<file path="config.mk">
export PLATFORM = sky130hd
export DESIGN_NAME = pipe_ctrl
export DESIGN_NICKNAME = d
export VERILOG_FILES = /design/src/rtl/pipe_ctrl_pkg.sv /design/src/rtl/pipe_ctrl.sv
export SDC_FILE = /design/constraint.sdc
export NUM_CORES = 1
export LEC_CHECK = 0
export ABC_AREA = 1
export BUFFER_PORTS_ARGS = -buffer_cell sky130_fd_sc_hd__buf_2
export CAP_MARGIN = 20
export CORE_UTILIZATION = 36
export CTS_CLUSTER_DIAMETER = 80
export DETAILED_ROUTE_END_ITERATION = 12
export GPL_TIMING_DRIVEN = 1
export PLACE_DENSITY = 0.86
export SLEW_MARGIN = 0
export SYNTH_ARGS = -nofsm -noshare
export SYNTH_HDL_FRONTEND = slang
export SYNTH_SLANG_ARGS = --single-unit
export TNS_END_PERCENT = 100
</file>
<file path="constraint.sdc">
create_clock -name clk -period 1.3 [get_ports clk]
set_input_delay 0.195 -clock clk [delete_from_list [all_inputs] [get_ports clk]]
set_output_delay 0.195 -clock clk [all_outputs]
set_load 0.05 [all_outputs]
</file>
<file path="src/rtl/pipe_ctrl_pkg.sv">
// Shared constants for the pipeline stall/flush sequencer: freeze patterns,
// FSM encodings and the zero word.
package pipe_ctrl_pkg;

  localparam int unsigned StallBus = 6;

  localparam logic [StallBus-1:0] NoStall     = 6'b000000;
  localparam logic [StallBus-1:0] StallFromId = 6'b000111;
  localparam logic [StallBus-1:0] StallFromEx = 6'b001111;

  localparam logic [1:0] CtrlIdle  = 2'd0;
  localparam logic [1:0] CtrlMulti = 2'd1;
  localparam logic [1:0] CtrlFlush = 2'd2;

  localparam logic [31:0] ZeroWord = 32'h0000_0000;

endpackage

</file>
<file path="src/rtl/pipe_ctrl.sv">
// Stall/flush sequencer for the five-stage pipeline: per-stage freeze vector,
// multi-cycle EX hold counter and MEM-originated redirect flush.
module pipe_ctrl
  import pipe_ctrl_pkg::*;
#(
  parameter int unsigned MULTI_CYCLES = 32,
  parameter int unsigned CNT_W        = 6
) (
  input  logic                clk,
  input  logic                rst,
  input  logic                stallreq_id,
  input  logic                ex_multi_start,
  input  logic                flush_req,
  input  logic [31:0]         flush_pc,
  output logic [StallBus-1:0] stall,
  output logic                flush,
  output logic [31:0]         new_pc,
  output logic                ex_multi_done,
  output logic                busy
);

  logic [1:0]          state_q, state_d;
  logic [CNT_W-1:0]    cnt_q, cnt_d;
  logic [StallBus-1:0] stall_c;
  logic                flush_c;
  logic                done_c;

  always_ff @(posedge clk or negedge rst) begin
    if (!rst) begin
      state_q <= CtrlIdle;
      cnt_q   <= '0;
    end else begin
      state_q <= state_d;
      cnt_q   <= cnt_d;
    end
  end

  always_comb begin
    state_d = state_q;
    cnt_d   = cnt_q;
    stall_c = NoStall;
    flush_c = 1'b0;
    done_c  = 1'b0;
    if (flush_req) begin
      // Redirect beats everything, including a pending multi-cycle result.
      flush_c = 1'b1;
      state_d = CtrlFlush;
      cnt_d   = '0;
    end else begin
      case (state_q)
        CtrlIdle: begin
          if (ex_multi_start) begin
            stall_c = StallFromEx;
            cnt_d   = CNT_W'(MULTI_CYCLES - 2);
            state_d = CtrlMulti;
          end else if (stallreq_id) begin
            stall_c = StallFromId;
          end
        end
        CtrlMulti: begin
          if (cnt_q != '0) begin
            stall_c = StallFromEx;
            cnt_d   = cnt_q - CNT_W'(1);
          end else begin
            done_c  = 1'b1;
            state_d = CtrlIdle;
          end
        end
        // Wrong-path hazard requests are masked for this one cycle.
        CtrlFlush: state_d = CtrlIdle;
        default:   state_d = CtrlIdle;
      endcase
    end
  end

  // Outputs are forced quiet while reset is held, regardless of inputs.
  assign stall         = rst ? stall_c : NoStall;
  assign flush         = rst & flush_c;
  assign new_pc        = (rst && flush_req) ? flush_pc : ZeroWord;
  assign ex_multi_done = rst & done_c;
  assign busy          = rst && (state_q == CtrlMulti);

endmodule

</file>
After elaboration in Yosys (flattened, before gate mapping)
Cells that the tools add are included.
{"block": "word_totals", "mem_bits_rw": 0, "rom_bits": 0, "n_memories": 0, "latch_bits": 0, "regBits": 8, "input_bits": 37}
{"block": "classes", "div_mod_pow": 0, "n_lt_le_gt_ge": 0, "add_sub_neg": 1, "bitwise_logic": 2, "eq_ne": 4, "muxes": 19, "reduce_logical": 7, "n_shift": 0, "multipliers": 0}
{"cell": "32-bit two-way mux", "n": 1}
{"cell": "6-bit two-way mux", "n": 5}
{"cell": "6-bit case mux with 2 select lines", "n": 1}
{"cell": "3-bit != test (second input constant)", "n": 3}
{"cell": "4-bit two-way mux", "n": 2}
{"cell": "4-bit case mux with 2 select lines", "n": 1}
{"cell": "2-bit two-way mux", "n": 3}
{"cell": "6-bit nonzero test", "n": 1}
{"cell": "6-bit by 1-bit subtractor with 6-bit output (second input constant)", "n": 1}
{"cell": "1-bit two-way mux", "n": 4}
{"cell": "2-bit case mux with 2 select lines", "n": 1}
{"cell": "3-bit two-way mux", "n": 1}
{"cell": "3-bit AND reduction", "n": 1}
{"cell": "3-bit nonzero test", "n": 1}
{"cell": "1-bit bitwise AND", "n": 2}
{"cell": "2-bit by 1-bit == test with 1-bit output (second input constant)", "n": 1}
{"cell": "1-bit logical AND", "n": 2}
{"cell": "2-bit logical NOT", "n": 1}
{"cell": "2-bit AND reduction", "n": 1}

Logic depth before layout (Yosys ltp)
Gate-level depths: netlist (run 1).
{"block": "logic_depth", "depth_word": 5, "ltp_mapped": 9, "mapped_depth_nobuf": 9}

Least setup slack after synthesis (run 1)
OpenSTA, ideal clock, no wires.
{"block": "synth_timing", "kind": "register -> output", "startpoint": "register cnt_q[0]", "endpoint": "output ex_multi_done", "required_time_ns": 1.105, "path_slack_ns": -0.765, "t_arrival_ns": 1.870, "path_stages_with_launch": 5, "path_cell_list": "dfrtp_1 inv_1 ha_1 nand3_2 nor3_1"}
{"block": "synth_between", "elab_chain_len": 5}
{"element": "from (decl)", "line_no": "pipe_ctrl.sv:23", "source": "logic [CNT_W-1:0] cnt_q, cnt_d;"}
{"element": "from (signal assigned)", "line_no": "pipe_ctrl.sv:34", "source": "cnt_q <= cnt_d;"}
{"element": "6-bit nonzero test", "line_no": "pipe_ctrl.sv:61", "source": "if (cnt_q != '0) begin"}
{"element": "1-bit two-way mux", "line_no": "pipe_ctrl.sv:61"}
{"element": "1-bit two-way mux", "line_no": "pipe_ctrl.sv:50", "source": "case (state_q)"}
{"element": "1-bit two-way mux", "line_no": "pipe_ctrl.sv:44", "source": "if (flush_req) begin"}
{"element": "1-bit bitwise AND", "line_no": "pipe_ctrl.sv:80", "source": "assign ex_multi_done = rst & done_c;"}
{"element": "to (decl)", "line_no": "pipe_ctrl.sv:18", "source": "output logic ex_multi_done,"}
Every way passes these cells.

Worst setup path in the final report (run 1)
{"block": "layout_timing", "startpoint": "register cnt_q[1]", "endpoint": "output stall[2]"}
{"block": "layout_between", "elab_chain_len": 5}
{"element": "6-bit nonzero test", "line_no": "pipe_ctrl.sv:61"}
{"element": "4-bit two-way mux", "line_no": "pipe_ctrl.sv:61"}
{"element": "4-bit case mux with 2 select lines", "line_no": "pipe_ctrl.sv:50"}
{"element": "6-bit two-way mux", "line_no": "pipe_ctrl.sv:44"}
{"element": "6-bit two-way mux", "line_no": "pipe_ctrl.sv:77", "source": "assign stall = rst ? stall_c : NoStall;"}
{"element": "to (decl)", "line_no": "pipe_ctrl.sv:15", "source": "output logic [StallBus-1:0] stall,"}
Every way passes these cells.

==> results of run 1 <==
[cells in the final DEF, fill, tap and decap left out]
cell,count
buf_2,48
inv_1,41
clkbuf_4,23
nor2_2,20
nand2_1,20
buf_4,18
nor2_4,12
nand3_1,10
nor2_1,8
dfrtp_1,7
inv_2,6
nand2_4,5
buf_6,5
nand2_2,4
o21ai_2,3
buf_8,3
nand2_8,2
ha_4,2
conb_1,2
nand3_4,1
nor3_4,1
nor3_2,1
a21oi_4,1
a21oi_1,1
nand3_2,1
nand4_1,1
dlygate4sd3_1,1
buf_12,1
dfrtp_2,1
[routing by layer]
layer | vias to the layer above | GRT usage | share of wire | wire, um
met3 | 2 | 0.00703 | 0.029 | 77
li1 | 625 | - | - | -
met4 | 0 | 0.0571 | 0.0038 | 10
met1 | 506 | 0.188 | 0.39 | 1030
met2 | 37 | 0.346 | 0.57 | 1510
met5 | - | 0 | 0 | 0
[worst min path at each step]
stage	slack [ps]	endpoint	startpoint
after floorplan	-100	cnt_q[0]$_DFFE_PN0P_	rst
after global placement	190	cnt_q[0]$_DFFE_PN0P_	rst
after detailed placement	190	cnt_q[3]$_DFFE_PN0P_	rst
after CTS	170	state_q[1]$_DFFE_PN0P_	flush_req
after global routing	170	state_q[1]$_DFFE_PN0P_	flush_req
final	180	state_q[1]$_DFFE_PN0P_	flush_req
[worst max-delay path: cells and delay by family, from the launching register on]
family	cells	cell delay [ps]
AND/OR/NAND/NOR	5	350
adder cells (fa/ha/maj)	1	150
buffers and inverters	2	250
flip-flops	1	380
[area by class of cell]
type / instances / share of cell area
timing repair buffer: 96 / 0.365
inverter: 47 / 0.0981
multi-input combinational: 95 / 0.390
tap: 31 / 0.0216
sequential: 8 / 0.112
clock buffer: 3 / 0.0125
[cell families after synthesis]
kind of cell,synth area share
simple gates,0.494
buf+inv,0.237
fa+ha+maj,0.0243
flops,0.195
other cells,0.00365
compound gates,0.0462
[registers in the layout, indices dropped and copies added (netlist names)]
| name | cells |
|---|---|
| cnt_q | 6 |
| state_q | 2 |
[metrics by stage]
| step | hold WS, ps | utilization | TNS (ps) |
|---|---|---|---|
| 2_1_floorplan | -101 | - | -673 |
| 3_3_place_gp | 190 | 0.583 | -121 |
| 3_5_place_dp | 191 | 0.583 | -285 |
| 4_1_cts | 171 | 0.636 | -1390 |
| 5_1_grt | 171 | 0.658 | -1930 |
| 6_report | 177 | 0.658 | -1350 |
[timing repair]
action,4_1_cts,5_1_grt
setup endpoints to repair,6,32
gates resized for setup,21,33
pin swaps,4,9
hold buffers,1,0
setup buffers,5,1
hold endpoints to repair,8,0
[power by group]
part,internal (uW),leakage [uW],total (uW),switching [uW]
Clock,105,0.0000138,177,72.3
Sequential,268,0.000103,282,14.3
Combinational,244,0.000955,672,428
==> metrics, run 1 <==
status finished with violations; violated checks negative setup slack; GRT overflow 0; area occupied by registers 201 um^2; CTS Sinks 8; hold path depth 1; r2r endpoint cnt_q[1]$_DFFE_PN0P_; chip height between 50 and 60 um; Avg WL per Cell 9.40 um; r2r worst-path depth 8; Worst Skew 1.53 ps; Pwr per Cell Area 629 nW/um^2; routed vias/inst between 4 and 5; critical path's largest stage delay 380 ps; largest net degree at the start of global routing 14; Residual DRC 0; share of the synthesized area in the top cell type 0.195; number of flops mapped to enable cells by yosys 0; Synth async-reset ratio 1.00; Critical Path End stall[2]; Nets 290; mapped cell area 1030 um^2; Die W around 55 um; Hold Path Class input pin to flip-flop; Cells after DPL 275; GPL Wtd Cong approximately 0.86; multi-input logic area between 700 and 800 um^2; Port Buffers 75; vias in the first global route between 1000 and 1500; post-route ant nets 0; Clock Path Buffers 2; root buf cell clkbuf_4; ant diodes 0; Core Box Area 2730 um^2; Most common cell on crit path nand2_4; Worst-path clk slew 50 ps; ys flop type dfrtp_1; cell taking the most area after synthesis dfrtp_1; crit end category primary output; Tmin final 1570 ps; Crit-path slowest cell dfrtp_1; Hold Fails Final Rpt 0; via count roughly 1200; Starting Density 0.376; Core Rows 19; first-pass GRT wire length 4320 um; max_cap viols 0; antenna violations before repair 0; worst path cell trace inv_2 > ha_4 > nand3_4 > nand2_4 > nand2_4 > nand2_4 > nand2_8 > buf_8; area grow syn2layout 74.8%; fin cells 280; Leakage 0.00107 uW; Power Total 1130 uW; leading post-synthesis cells by cell area dfrtp_1 (19%), inv_1 (16%), nor2_2 (13%); Critical Path Fanout Max 3; dpl cell area 1590 um^2; CTS H-tree depth 1; global router's overall resource usage 0.172; Synth Register Bits 8; Seq/Total Area, Yosys 0.195; Worst setup startpoint cnt_q[1]$_DFFE_PN0P_; max frequency 0.635 GHz; DPL Wire Length 2130 um; Yosys cell types 22; die area 3070 um^2; WS Path Type flip-flop to primary output; Clock Latency Late Sink 240 ps; top-count cell post-synth inv_1; fill cell total of the finished layout 247; final wirelength 2630 um; VDD IR-drop max 0.408 mV; post-place setup slack -79.0 ps; Startpoint Class flip-flop; Post-Synthesis Cells about 160; synthesized area per cell 6.55 um^2; final instance area 1800 um^2; share of layout cells above drive strength 1 0.635; Final Max Tran Viols 0; worst reg-to-reg setup slack 40 ps; CTS buffer count 3; worst setup margin -275 ps; WP data required 1110 ps; I/O pin cnt 78; top cells by count, synth inv_1 (43), nand2_1 (27), nor2_2 (21); DRT iter0 DRCs 53; r2r startpoint cnt_q[1]$_DFFE_PN0P_; CP arrival 1380 ps; Pre-antenna DRT Iters 6; final period utilization 1.21; final setup fails 6; CTS tree built; RSZ-0062 raised after global routing yes; YS warnings 0
(Power assumes the default switching activity.)
==> run 2: changes to the inputs <==
--- a/config.mk
+++ b/config.mk
@@ -5,11 +5,11 @@
 export SDC_FILE = /design/constraint.sdc
 export NUM_CORES = 1
 export LEC_CHECK = 0
-export ABC_AREA = 1
 export BUFFER_PORTS_ARGS = -buffer_cell sky130_fd_sc_hd__buf_2
 export CAP_MARGIN = 20
-export CORE_UTILIZATION = 36
+export CORE_UTILIZATION = 32
 export CTS_CLUSTER_DIAMETER = 80
+export CTS_CLUSTER_SIZE = 28
 export DETAILED_ROUTE_END_ITERATION = 12
 export GPL_TIMING_DRIVEN = 1
 export PLACE_DENSITY = 0.86
==> run 2 against run 1 <==
Net effect:
- the flow still finishes with violations (negative setup slack)
- synthesized cell count shrank 35%
- sequential power hardly changed
- fmax down 21%
- register-to-register slack lost 540 ps
- core utilization grew 2.9 points
- largest cell class is now buffers
- largest power group unchanged
==> metrics, run 2 <==
status finished with violations; violated checks negative setup slack; top cells by count, synth and3_1 (33), clkbuf_1 (9), dfrtp_1 (8); WS Path Type flip-flop to primary output; post-place setup slack -592 ps (-513 ps); hold_ws 289 ps (+112 ps); global router's overall resource usage 0.245 (+0.0726); Synth Register Bits 8 (unchanged); largest net degree at the start of global routing 43 (+29); final period utilization 1.53 (+0.316); antenna violations before repair 0 (unchanged); GPL Wtd Cong 0.851 (-1.3%); Avg WL per Cell 13.3 um (+42%); Worst Skew 18.7 ps (+17.2 ps); Hold Path Class input pin to flip-flop; Tmin final 1990 ps (+411 ps); final wirelength 2970 um (+13%); ys flop type dfrtp_1; Nets 236 (-19%); leading post-synthesis cells by cell area and3_1 (27%), dfrtp_1 (26%), clkbuf_1 (4.4%); largest register by flop count cnt_q; root buf cell clkbuf_4; GRT overflow 0 (unchanged); ant diodes 0 (unchanged); routed vias/inst 5.00 (+20%); Port Buffers 75 (unchanged); max reg flops 6 (unchanged); post-route ant nets 0 (unchanged); Core Rows 17 (-2); Flop pwr share 0.266 (+0.017); final setup fails 12 (+6); CTS buffer count 3 (unchanged); Leakage 0.000920 uW (-14%); Post-Synthesis Cells 102 (-35%); most common cell after layout, fill and taps aside buf_2; Pre-antenna DRT Iters 4 (-2); Final Max Tran Viols 0 (unchanged); via count 1114 (-4.8%); mapped cell area 768 um^2 (-25%); worst setup margin -686 ps (-411 ps); top flop regs cnt_q: 6 flops, state_q: 2 flops; Psw 458 uW (-11%); Residual DRC 0 (unchanged); WP data required 1110 ps (about the same); Critical Path Fanout Max 5 (+2); share of layout cells above drive strength 1 0.631 (-0.00377); Internal Power 598 uW (-3.1%); Pwr per Cell Area 689 nW/um^2 (+9.5%); Core Box Area 2230 um^2 (-18%); YS warnings 0 (unchanged); CTS H-tree depth 1 (unchanged); first-pass GRT wire length 4610 um (+6.7%); number of flops mapped to enable cells by yosys 0 (unchanged); VDD IR-drop max 0.471 mV (+15%); Hold Fails Final Rpt 0 (unchanged); most frequent cells in the layout buf_2 (69), and3_1 (33), buf_4 (22); fin cells 223 (-20%); top-count cell post-synth and3_1; DPL Wire Length 2270 um (+6.4%); I/O pin cnt 78 (unchanged); max_cap viols 0 (unchanged); synthesized area per cell 7.53 um^2 (+15%); cell taking the most area after synthesis and3_1; max frequency 0.504 GHz (-21%); Switching Share 0.433 (-0.0211); RSZ-0062 raised after global routing yes; CTS Sinks 8 (unchanged); CTS tree built; vias in the first global route 1058 (-5.0%); Worst-path clk slew 60 ps (about the same); die area 2600 um^2 (-15%); DRT iter0 DRCs 10 (-81%); Synth async-reset ratio 1.00 (unchanged); crit end category primary output; Cells after DPL 215 (-22%); chip height 51.0 um (-8.0%); Clk pwr share 0.184 (+0.027); Startpoint Class flip-flop; Clock Path Buffers 2 (unchanged); worst reg-to-reg setup slack -500 ps (-540 ps); Clock Latency Late Sink 260 ps (+20 ps); logic gate share of total power 0.550 (-0.044); CP arrival 1790 ps (+410 ps); Yosys cell types 31 (+41%); share of the synthesized area in the top cell type 0.269 (+0.0741); Starting Density 0.344 (-0.0322); Die W 51.0 um (-8.0%); Seq/Total Area, Yosys 0.261 (+0.0659); area grow syn2layout 99.5%
[run 2: cell types whose count changed after synthesis, moves of 3 or more]
cell and change:
nand2_1 -25, nor2_2 -21, clkbuf_1 +8, inv_2 -3, and3_1 +33, o21ai_2 -3, buf_6 -3, nand2b_1 +3
nand2_4 -3, nor2_4 -11, nand3_1 -10, inv_1 -37
[run 2: final cells by class]
cell class	count	area, um^2
fill	184	701
sequential	8	201
clock buffer	3	22.5
tap	28	35.0
inverter	6	22.5
timing repair buffer	103	657
multi-input combinational	75	594
[run 2: cells by family after synthesis]
logic type / after synthesis / share of synthesized area
and+or+nand+nor: 59 / 0.458
DFF: 8 / 0.261
other: 1 / 0.00488
AOI/OAI and AO/OA: 12 / 0.125
buffers and inverters: 20 / 0.119
adders and majority gates: 2 / 0.0326
[run 2: power by group through the flow]
stage | combinational [uW] | sequential (uW) | clock [uW]
2_1_floorplan | 334 | 282 | 0
3_3_place_gp | 500 | 281 | 0
3_5_place_dp | 514 | 283 | 0
4_1_cts | 564 | 280 | 200
5_1_grt | 616 | 283 | 213
6_report | 581 | 281 | 194
[run 2: metrics by stage]
stage,util,total power (uW),setup TNS [ps],instance area (um^2)
floorplan,-,616,-5800,825
global placement,0.599,780,-5400,1340
detailed placement,0.599,797,-6280,1340
CTS,0.668,1040,-5960,1490
global route,0.686,1110,-6600,1530
finish,0.686,1060,-5920,1530
[run 2: worst paths after layout]
kind	endpoint	cells past startpoint	from
min reg2reg	cnt_q[2]$_DFFE_PN0P_	2	cnt_q[2]$_DFFE_PN0P_
min	state_q[1]$_DFFE_PN0P_	2	flush_req
max	ex_multi_done	5	cnt_q[0]$_DFFE_PN0P_
min in group asynchronous	state_q[1]$_DFFE_PN0P_	3	rst
max reg2reg	cnt_q[1]$_DFFE_PN0P_	6	cnt_q[0]$_DFFE_PN0P_
max in group asynchronous	state_q[0]$_DFFE_PN0P_	3	rst
[run 2: worst max-delay path, stage by stage, from the launching register on]
cell	delay, ps
dfrtp_1	400
inv_2	90
ha_4	130
or4b_4	530
nor4_4	170
buf_6	190
[run 2: layer usage]
| metal | part of all wire | routed length (um) | global-route usage |
|---|---|---|---|
| met1 | 0.36 | 1070 | 0.250 |
| met2 | 0.53 | 1570 | 0.436 |
| met3 | 0.069 | 204 | 0.0595 |
| met4 | 0.039 | 116 | 0.162 |
| met5 | 0 | 0 | 0 |
[run 2: repair_timing]
item | 4_1_cts | 5_1_grt
resized for setup | 28 | 8
pin swaps | 2 | 6
buffers inserted | 3 | 3
endpoints found under the hold margin | 8 | 0
setup endpoints to repair | 13 | 38
hold buffers | 1 | 0
